[config.mk]
export PLATFORM = sky130hd
export DESIGN_NAME = xorshift_prng
export DESIGN_NICKNAME = d
export VERILOG_FILES = /design/src/rtl/prng_pkg.sv /design/src/rtl/xorshift_step.sv /design/src/rtl/xorshift_prng.sv
export SDC_FILE = /design/constraint.sdc
export NUM_CORES = 1
export LEC_CHECK = 0
export BUFFER_PORTS_ARGS = -buffer_cell sky130_fd_sc_hd__buf_4
export CORE_UTILIZATION = 25
export DETAILED_ROUTE_END_ITERATION = 10
export GPL_TIMING_DRIVEN = 0
export MAX_ROUTING_LAYER = met4
export SKIP_CTS_REPAIR_TIMING = 1
export SLEW_MARGIN = 20
export SYNTH_ARGS = -nofsm -noshare
export SYNTH_HDL_FRONTEND = slang
export SYNTH_HIERARCHICAL = 1
export SYNTH_SLANG_ARGS = --single-unit
[constraint.sdc]
create_clock -name clk -period 2.4 [get_ports clk]
set_clock_uncertainty 0.1 [all_clocks]
set_input_delay 0.48 -clock clk [delete_from_list [all_inputs] [get_ports clk]]
set_output_delay 0.48 -clock clk [all_outputs]
set_load 0.02 [all_outputs]
[src/rtl/prng_pkg.sv]
// ---------------------------------------------------------------------------
// prng_pkg
// Shared definitions for the xorshift pseudo-random generator:
//   - generator FSM state encoding
//   - shift direction selector for the xorshift_step sub-module
//   - default shift triple and default (non-zero) seed
//   - a table of known full-period shift triples for 16-bit state
//   - helper used by the elaboration-time parameter checks
// No ports (package).
// ---------------------------------------------------------------------------
package prng_pkg;

    typedef enum logic [1:0] {
        IDLE   = 2'd0,
        STEP_A = 2'd1,
        STEP_B = 2'd2,
        STEP_C = 2'd3
    } prng_state_e;

    typedef enum logic {
        DIR_LEFT  = 1'b0,
        DIR_RIGHT = 1'b1
    } shift_dir_e;

    localparam int          PRNG_DEFAULT_WIDTH   = 16;
    localparam int          PRNG_DEFAULT_SHIFT_A = 7;
    localparam int          PRNG_DEFAULT_SHIFT_B = 9;
    localparam int          PRNG_DEFAULT_SHIFT_C = 8;
    localparam logic [31:0] PRNG_DEFAULT_SEED    = 32'h0000_ACE1;

    // Full-period (2^16 - 1) triples for the left/right/left form at 16 bits.
    // A triple (a,b,c) and its mirror (c,b,a) share the same period.
    localparam int PRNG_NUM_TRIPLES16 = 2;
    localparam int PRNG_TRIPLES16 [PRNG_NUM_TRIPLES16][3] = '{
        '{7, 9, 8},
        '{8, 9, 7}
    };

    // A shift of 0 or >= WIDTH would make its step either the zero map or
    // the identity, which breaks the generator.
    function automatic bit shiftLegal(input int shift, input int width);
        return (shift >= 1) && (shift <= width - 1);
    endfunction

endpackage

[src/rtl/xorshift_step.sv]
// ---------------------------------------------------------------------------
// xorshift_step
// One combinational shift-XOR step: data_o = data_i ^ (data_i <<|>> SHIFT).
// The shift is logical (zero fill) and truncated to WIDTH bits.
// Parameters:
//   WIDTH  data width in bits
//   SHIFT  shift distance
//   DIR    DIR_LEFT or DIR_RIGHT
// Ports:
//   data_i  in   WIDTH  current state word
//   data_o  out  WIDTH  state word after this step
// ---------------------------------------------------------------------------
module xorshift_step
    import prng_pkg::*;
#(
    parameter int         WIDTH = 16,
    parameter int         SHIFT = 1,
    parameter shift_dir_e DIR   = DIR_LEFT
) (
    input  logic [WIDTH-1:0] data_i,
    output logic [WIDTH-1:0] data_o
);

    if (DIR == DIR_LEFT) begin : g_left
        assign data_o = data_i ^ (data_i << SHIFT);
    end else begin : g_right
        assign data_o = data_i ^ (data_i >> SHIFT);
    end

endmodule

[src/rtl/xorshift_prng.sv]
// ---------------------------------------------------------------------------
// xorshift_prng
// Multi-cycle xorshift generator. A request in IDLE runs three shift-XOR
// steps (left A, right B, left C), one per clock, then presents the new word
// on rand_out with a one-cycle valid pulse. The state can be reseeded in
// IDLE; a zero seed is replaced by DEFAULT_SEED so the state never sticks
// at zero.
// Parameters:
//   WIDTH         state/output width (4..32)
//   SHIFT_A/B/C   step shift distances, each 1..WIDTH-1
//   DEFAULT_SEED  reset/zero-seed substitute, truncated to WIDTH, non-zero
// Ports:
//   clk        in   1      rising-edge clock
//   reset      in   1      synchronous active-high reset
//   seed_load  in   1      load seed (IDLE only, wins over req)
//   seed       in   WIDTH  seed value
//   req        in   1      request one new word (IDLE only)
//   busy       out  1      generation in progress
//   valid      out  1      one-cycle pulse, rand_out just updated
//   rand_out   out  WIDTH  last generated word
// ---------------------------------------------------------------------------
module xorshift_prng
    import prng_pkg::*;
#(
    parameter int          WIDTH        = PRNG_DEFAULT_WIDTH,
    parameter int          SHIFT_A      = PRNG_DEFAULT_SHIFT_A,
    parameter int          SHIFT_B      = PRNG_DEFAULT_SHIFT_B,
    parameter int          SHIFT_C      = PRNG_DEFAULT_SHIFT_C,
    parameter logic [31:0] DEFAULT_SEED = PRNG_DEFAULT_SEED
) (
    input  logic             clk,
    input  logic             reset,
    input  logic             seed_load,
    input  logic [WIDTH-1:0] seed,
    input  logic             req,
    output logic             busy,
    output logic             valid,
    output logic [WIDTH-1:0] rand_out
);

    localparam logic [WIDTH-1:0] SEED_INIT = DEFAULT_SEED[WIDTH-1:0];

    // Reject parameter sets that cannot produce a working generator.
    if (WIDTH < 4 || WIDTH > 32) begin : g_bad_width
        $fatal(1, "xorshift_prng: WIDTH must lie in 4..32");
    end
    if (!shiftLegal(SHIFT_A, WIDTH)) begin : g_bad_shift_a
        $fatal(1, "xorshift_prng: SHIFT_A must lie in 1..WIDTH-1");
    end
    if (!shiftLegal(SHIFT_B, WIDTH)) begin : g_bad_shift_b
        $fatal(1, "xorshift_prng: SHIFT_B must lie in 1..WIDTH-1");
    end
    if (!shiftLegal(SHIFT_C, WIDTH)) begin : g_bad_shift_c
        $fatal(1, "xorshift_prng: SHIFT_C must lie in 1..WIDTH-1");
    end
    if (SEED_INIT == '0) begin : g_bad_seed
        $fatal(1, "xorshift_prng: DEFAULT_SEED truncated to WIDTH is zero");
    end

    prng_state_e      state_q, state_d;
    logic [WIDTH-1:0] x_q, x_d;
    logic [WIDTH-1:0] rand_q, rand_d;
    logic             valid_q, valid_d;

    logic [WIDTH-1:0] stepA, stepB, stepC;

    // All three steps look at the current state; the FSM picks the one that
    // belongs to the current phase.
    xorshift_step #(.WIDTH(WIDTH), .SHIFT(SHIFT_A), .DIR(DIR_LEFT)) uStepA (
        .data_i (x_q),
        .data_o (stepA)
    );

    xorshift_step #(.WIDTH(WIDTH), .SHIFT(SHIFT_B), .DIR(DIR_RIGHT)) uStepB (
        .data_i (x_q),
        .data_o (stepB)
    );

    xorshift_step #(.WIDTH(WIDTH), .SHIFT(SHIFT_C), .DIR(DIR_LEFT)) uStepC (
        .data_i (x_q),
        .data_o (stepC)
    );

    // State, generator word, output word and valid pulse registers. Reset
    // also aborts any generation in flight.
    always_ff @(posedge clk) begin
        if (reset) begin
            state_q <= IDLE;
            x_q     <= SEED_INIT;
            rand_q  <= '0;
            valid_q <= 1'b0;
        end else begin
            state_q <= state_d;
            x_q     <= x_d;
            rand_q  <= rand_d;
            valid_q <= valid_d;
        end
    end

    // Next-state logic. Inputs are only looked at in IDLE, so anything
    // arriving while busy is simply dropped. A seed load beats a request
    // in the same cycle.
    always_comb begin
        state_d = state_q;
        x_d     = x_q;
        rand_d  = rand_q;
        valid_d = 1'b0;

        case (state_q)
            IDLE: begin
                if (seed_load) begin
                    x_d = (seed == '0) ? SEED_INIT : seed;
                end else if (req) begin
                    state_d = STEP_A;
                end
            end
            STEP_A: begin
                x_d     = stepA;
                state_d = STEP_B;
            end
            STEP_B: begin
                x_d     = stepB;
                state_d = STEP_C;
            end
            STEP_C: begin
                x_d     = stepC;
                rand_d  = stepC;
                valid_d = 1'b1;
                state_d = IDLE;
            end
            default: begin
                state_d = IDLE;
            end
        endcase
    end

    assign busy     = (state_q != IDLE);
    assign valid    = valid_q;
    assign rand_out = rand_q;

endmodule
==> results.toml, run 1 <==
[outcome]
status = "completed"

[clock_tree]
cts-root-buf = "clkbuf_8"
cts_tree = "built"
path_clk_slew_ps = 70
clock_latency_ps = 280
cts_buffers = 5
clock-sinks = 35
htreeDepth = 2
cts.path.max_buffers = 2

[yosys]
synthMuxAreaShare_pct = 5.28
yosysMostFrequentCell = "a21oi_1"
synthFlopType = "dfxtp_1"
ys_warn_count = 6
ys_seq_area_share_pct = 33.6
syn_inst = 256
synth_top_family_by_area = "compound AO/OA/AOI/OAI gates"
synth.distinct_cells = 24
synthAdderAreaFrac_pct = 3.00
yosys.area_share.simple_pct = 14.3
synth_xor_area_share_pct = 10.1
synth_largest_area_cell = "dfxtp_1"
synthTopCellsByArea = "dfxtp_1 34%, xor2_1 10%, a21oi_1 9.6%, buf_4 8.6%, mux2i_1 5.3%"
synth_compound_area_share_pct = 21.3
synthArstFlopShare_pct = 0
synth_edf_count = 0
synth_fp_nets = 281
synth_area_per_cell_um2 = 8.15
yosys.area.top_type_share_pct = 33.6
synth_seq_cells = 35
synth_common_cells = "40 x a21oi_1, 35 x dfxtp_1, 24 x buf_4, 24 x xor2_1, 21 x nor2_1"
syn_area_mm2 = 0.00209

[route]
m1WireLength_um = 2460
highest_layer = "met4"
routed-wl-met2_um = 2820
met3_length_um = 191
via_per_inst = 4.61
drtIter0Drc = 130
detail_route.wl_per_cell_um = 13.8
drc_errors = 0
antenna_left = 0
num_vias = 1855
wl_um = 5540
dr.pass1.iters = 4

[setup_path]
crit_fanout = 10
cpPeakStageDelay_ps = 450
cp-start-kind = "flip-flop"
cp_cell_sequence = "inv_1 -> ha_1 -> clkbuf_1 -> clkbuf_1 -> o41ai_4 -> o21ai_0 -> o21ai_1"
critical_path.endpoint_type = "flip-flop"
crit_required_ps = 2450
critPathSlowestCell = "clkbuf_1"
crit_type = "flip-flop to flip-flop"
cp.arrival_ps = 2190
path_common_cell = "clkbuf_1"

[floorplan]
rows = 32
design.core.area_mm2 = 0.00789
initial_core_util_pct = 26.5
die_w_um = 93.4
die_area_mm2 = 0.00872
ios = 38
dieHeight_um = 93.4

[timing]
whs_ps = 342
fin_crit_sh_pct = 89.3
finalSetupViolations = 0
setup-tns-final_ps = 0
slew_viol_final = 0
rsz0062_at_grt = "false"
fmax_mhz = 467
timing.final.crit_period_ps = 2140
worstMarginPinSlew_ps = 568
finalHoldViolCount = 0
slew-limit-headroom_pct = 62.1
final.setup.worst_slack_ps = 257

[power_and_ir_drop]
p_leak_nw = 1.06
ir_drop_mv = 0.392
p_per_area_mw_per_mm2 = 1300

[global_route]
grt_pass1_vias = 1783
grt_antenna_before_repair = 0
grt_pass1_wl_um = 9070
track_usage_pct = 14.0
grt-ovfl-total = 0
grt_max_degree = 11

[final_layout]
fin_util_pct = 32.5
antennaDiodeCount = 0
nFillCells = 836
area_growth_pct = 23.0
final_nets = 324
drive_gt1_share_pct = 23.3
final_cells = 402

[placed_design]
dp_hpwl_um = 4120
dp.cells = 394
post-place-ws_ps = 167
io_buffers = 36
globalplace.congestion = 0.803

[hold_path]
min_path_type = "primary input to flip-flop"

[flow_run]
maxCapViolCount = 0
path summary, 6_finish.rpt:
path	startpoint	end	slack (ps)	depth (start not counted)
hold / removal	seed[5]	x_q[5]$_SDFFE_PP1P_	340	3
hold reg to reg	rand_out[15]$_SDFFE_PP0N_	rand_out[15]$_SDFFE_PP0N_	370	2
setup reg to reg	state_q[0]$_SDFFE_PP0P_	x_q[13]$_SDFFE_PP1P_	260	7
setup / recovery	state_q[0]$_SDFFE_PP0P_	x_q[13]$_SDFFE_PP1P_	260	7
layout make-up:
class	instances	area (um2)	share of cell area [%]
plain buffers	41	245	9.56
clock buffers	7	76.3	2.97
clock inverters	1	5.00	0.195
inverters	4	15.0	0.585
multi-input cells	176	1130	43.9
flip-flops and latches	35	701	27.3
well taps	102	128	4.97
repair buffers	36	270	10.5
per-layer routing:
| layer | global-route usage (%) | vias up |
|---|---|---|
| met5 | - | - |
| met2 | 24.0 | 34 |
| met1 | 16.8 | 874 |
| met4 | 3.46 | 0 |
| li1 | - | 942 |
| met3 | 2.68 | 5 |
critical path: cells and delay by family, from the launching register on:
family	cells	cell delay [ps]
fa+ha+maj	1	170
buf+inv	3	850
compound gates	3	540
flops	1	360
cell families after synthesis:
logic type / count (synthesis)
XOR/XNOR: 24
flip-flops: 35
AND/OR/NAND/NOR: 61
AO/OA/AOI/OAI: 75
adder cells (fa/ha/maj): 5
multiplexers: 11
buffers and inverters: 45
registers in the layout, indices dropped and copies added, names as in the netlist:
name and flops:
rand_out 16, state_q 2, valid 1, x_q 16
where the power goes:
group	switching [mW]	internal [mW]
registers	0.312	0.769
logic	0.940	0.885
clock network	0.215	0.204
cell usage in the layout (no fill, tap or decap), types with 9 or more instances in the layout:
cell type / instances
o21ai_0: 9
a21oi_1: 40
a211oi_1: 9
xor2_1: 24
nor2_1: 21
nand2_1: 14
dfxtp_1: 35
a22oi_1: 10
mux2i_1: 11
buf_4: 60
nor2b_1: 9
clkbuf_1: 17
metrics by stage:
| step | power, mW | area, um2 |
|---|---|---|
| after floorplan | 2.45 | 2090 |
| after global placement | 2.88 | 2480 |
| after detailed placement | 2.90 | 2480 |
| after CTS | 3.33 | 2570 |
| after global routing | 3.60 | 2570 |
| final | 3.32 | 2570 |
(Power assumes the default switching activity.)
==> run 2, diff against run 1 <==
- BUFFER_PORTS_ARGS: -buffer_cell sky130_fd_sc_hd__buf_4 -> not set
- DONT_BUFFER_PORTS: not set -> 1
==> results.toml, run 2 (same netlist as run 1, synthesis figures left out) <==
[outcome]
status = "completed"

[clock_tree]
path_clk_slew_ps = 70
cts_tree = "built"
clock-sinks = 35
clock_latency_ps = 290
cts.path.max_buffers = 2
cts_buffers = 5
htreeDepth = 2
cts-root-buf = "clkbuf_8"

[floorplan]
rows = 32
design.core.area_mm2 = 0.00789
initial_core_util_pct = 26.5
dieHeight_um = 93.4
die_w_um = 93.4
ios = 38
die_area_mm2 = 0.00872

[setup_path]
crit_required_ps = 2530
cpPeakStageDelay_ps = 450
crit_family = "buffers and inverters"
crit_fanout = 10
cp_cell_sequence = "inv_1 -> ha_1 -> clkbuf_1 -> clkbuf_1 -> a22oi_1 -> a211oi_1 -> a21oi_1 -> nor2_1"
crit_type = "flip-flop to flip-flop"
critPathSlowestCell = "clkbuf_1"
critical_path_buf_inv_count = 3
r2r-start = "state_q[0]$_SDFFE_PP0P_"
cp.arrival_ps = 2240
critical_path.endpoint_type = "flip-flop"
startpoint = "state_q[0]$_SDFFE_PP0P_"
cp-start-kind = "flip-flop"
path_common_cell = "clkbuf_1"

[timing]
finalSetupViolations = 0
slew-limit-headroom_pct = 60.4
worstMarginPinSlew_ps = 593
fmax_mhz = 474
rsz0062_at_grt = "false"
setup-tns-final_ps = 0
timing.final.crit_period_ps = 2110
slew_viol_final = 0
finalHoldViolCount = 0
fin_crit_sh_pct = 87.9

[route]
drc_errors = 0
wl_um = 5730
antenna_left = 0
detail_route.wl_per_cell_um = 15.6
drtIter0Drc = 117
via_per_inst = 4.87
dr.pass1.iters = 4
num_vias = 1783

[hold_path]
hp-start = "seed[5]"
min_path_type = "primary input to flip-flop"

[final_layout]
layout_commonest_cell = "a21oi_1"
nFillCells = 826
final_nets = 288
multi_input_area_mm2 = 0.00113
drive_gt1_share_pct = 12.9
antennaDiodeCount = 0
fin_util_pct = 29.1
regArea_um2 = 701
area_growth_pct = 10.0
mostFrequentLayoutCells = "40 x a21oi_1, 35 x dfxtp_1, 24 x xor2_1, 24 x buf_4, 21 x nor2_1"

[global_route]
grt_antenna_before_repair = 0
track_usage_pct = 14.4
grt_pass1_vias = 1732
grt-ovfl-total = 0
grt_max_degree = 11
grt_pass1_wl_um = 9240

[placed_design]
globalplace.congestion = 0.817
dp_hpwl_um = 4220
io_buffers = 0

[power_and_ir_drop]
p_per_area_mw_per_mm2 = 1420
p_leak_nw = 0.874
power_mw = 3.26
ir_drop_mv = 0.278

[flow_run]
maxCapViolCount = 0
run 2: changes by cell type in the layout (fill, tap and decap cells not counted):
cell | previous run | this run
buf_4 | 60 | 24
run 2: where the power goes:
part           total, mW  switching [mW]  internal [mW]
Sequential          1.12           0.353          0.769
Combinational       1.71           0.897          0.816
Clock              0.426           0.222          0.204
run 2: metrics by stage:
stage,hold WS (ps),instances,setup slack [ps],cell area (um2)
after detailed placement,453,358,284,2210
after floorplan,411,256,525,2090
after CTS,233,366,291,2300
after global placement,433,358,283,2210
after global routing,234,366,78.3,2300
final,236,366,290,2300
run 2: cell type report:
type | instances | area share, %
clock buffer | 7 | 3.32
tap | 102 | 5.56
inverter | 4 | 0.654
buffer | 41 | 10.7
sequential | 35 | 30.5
clock inverter | 1 | 0.218
multi-input combinational | 176 | 49.0
run 2: path summary, 6_finish.rpt:
check,end,slack [ps],cells past startpoint
worst max-delay path,x_q[14]$_SDFFE_PP0P_,290,8
worst max register to register,x_q[14]$_SDFFE_PP0P_,290,8
worst min-delay path,x_q[5]$_SDFFE_PP1P_,240,2
worst min register to register,state_q[0]$_SDFFE_PP0P_,470,2
run 2: per-layer routing:
layer	track usage [%]	vias to the layer above	part of all wire, %
li1	-	872	-
met1	16.0	865	40
met2	24.5	38	51
met3	4.23	8	6.9
met4	5.26	0	1.9
met5	-	-	0
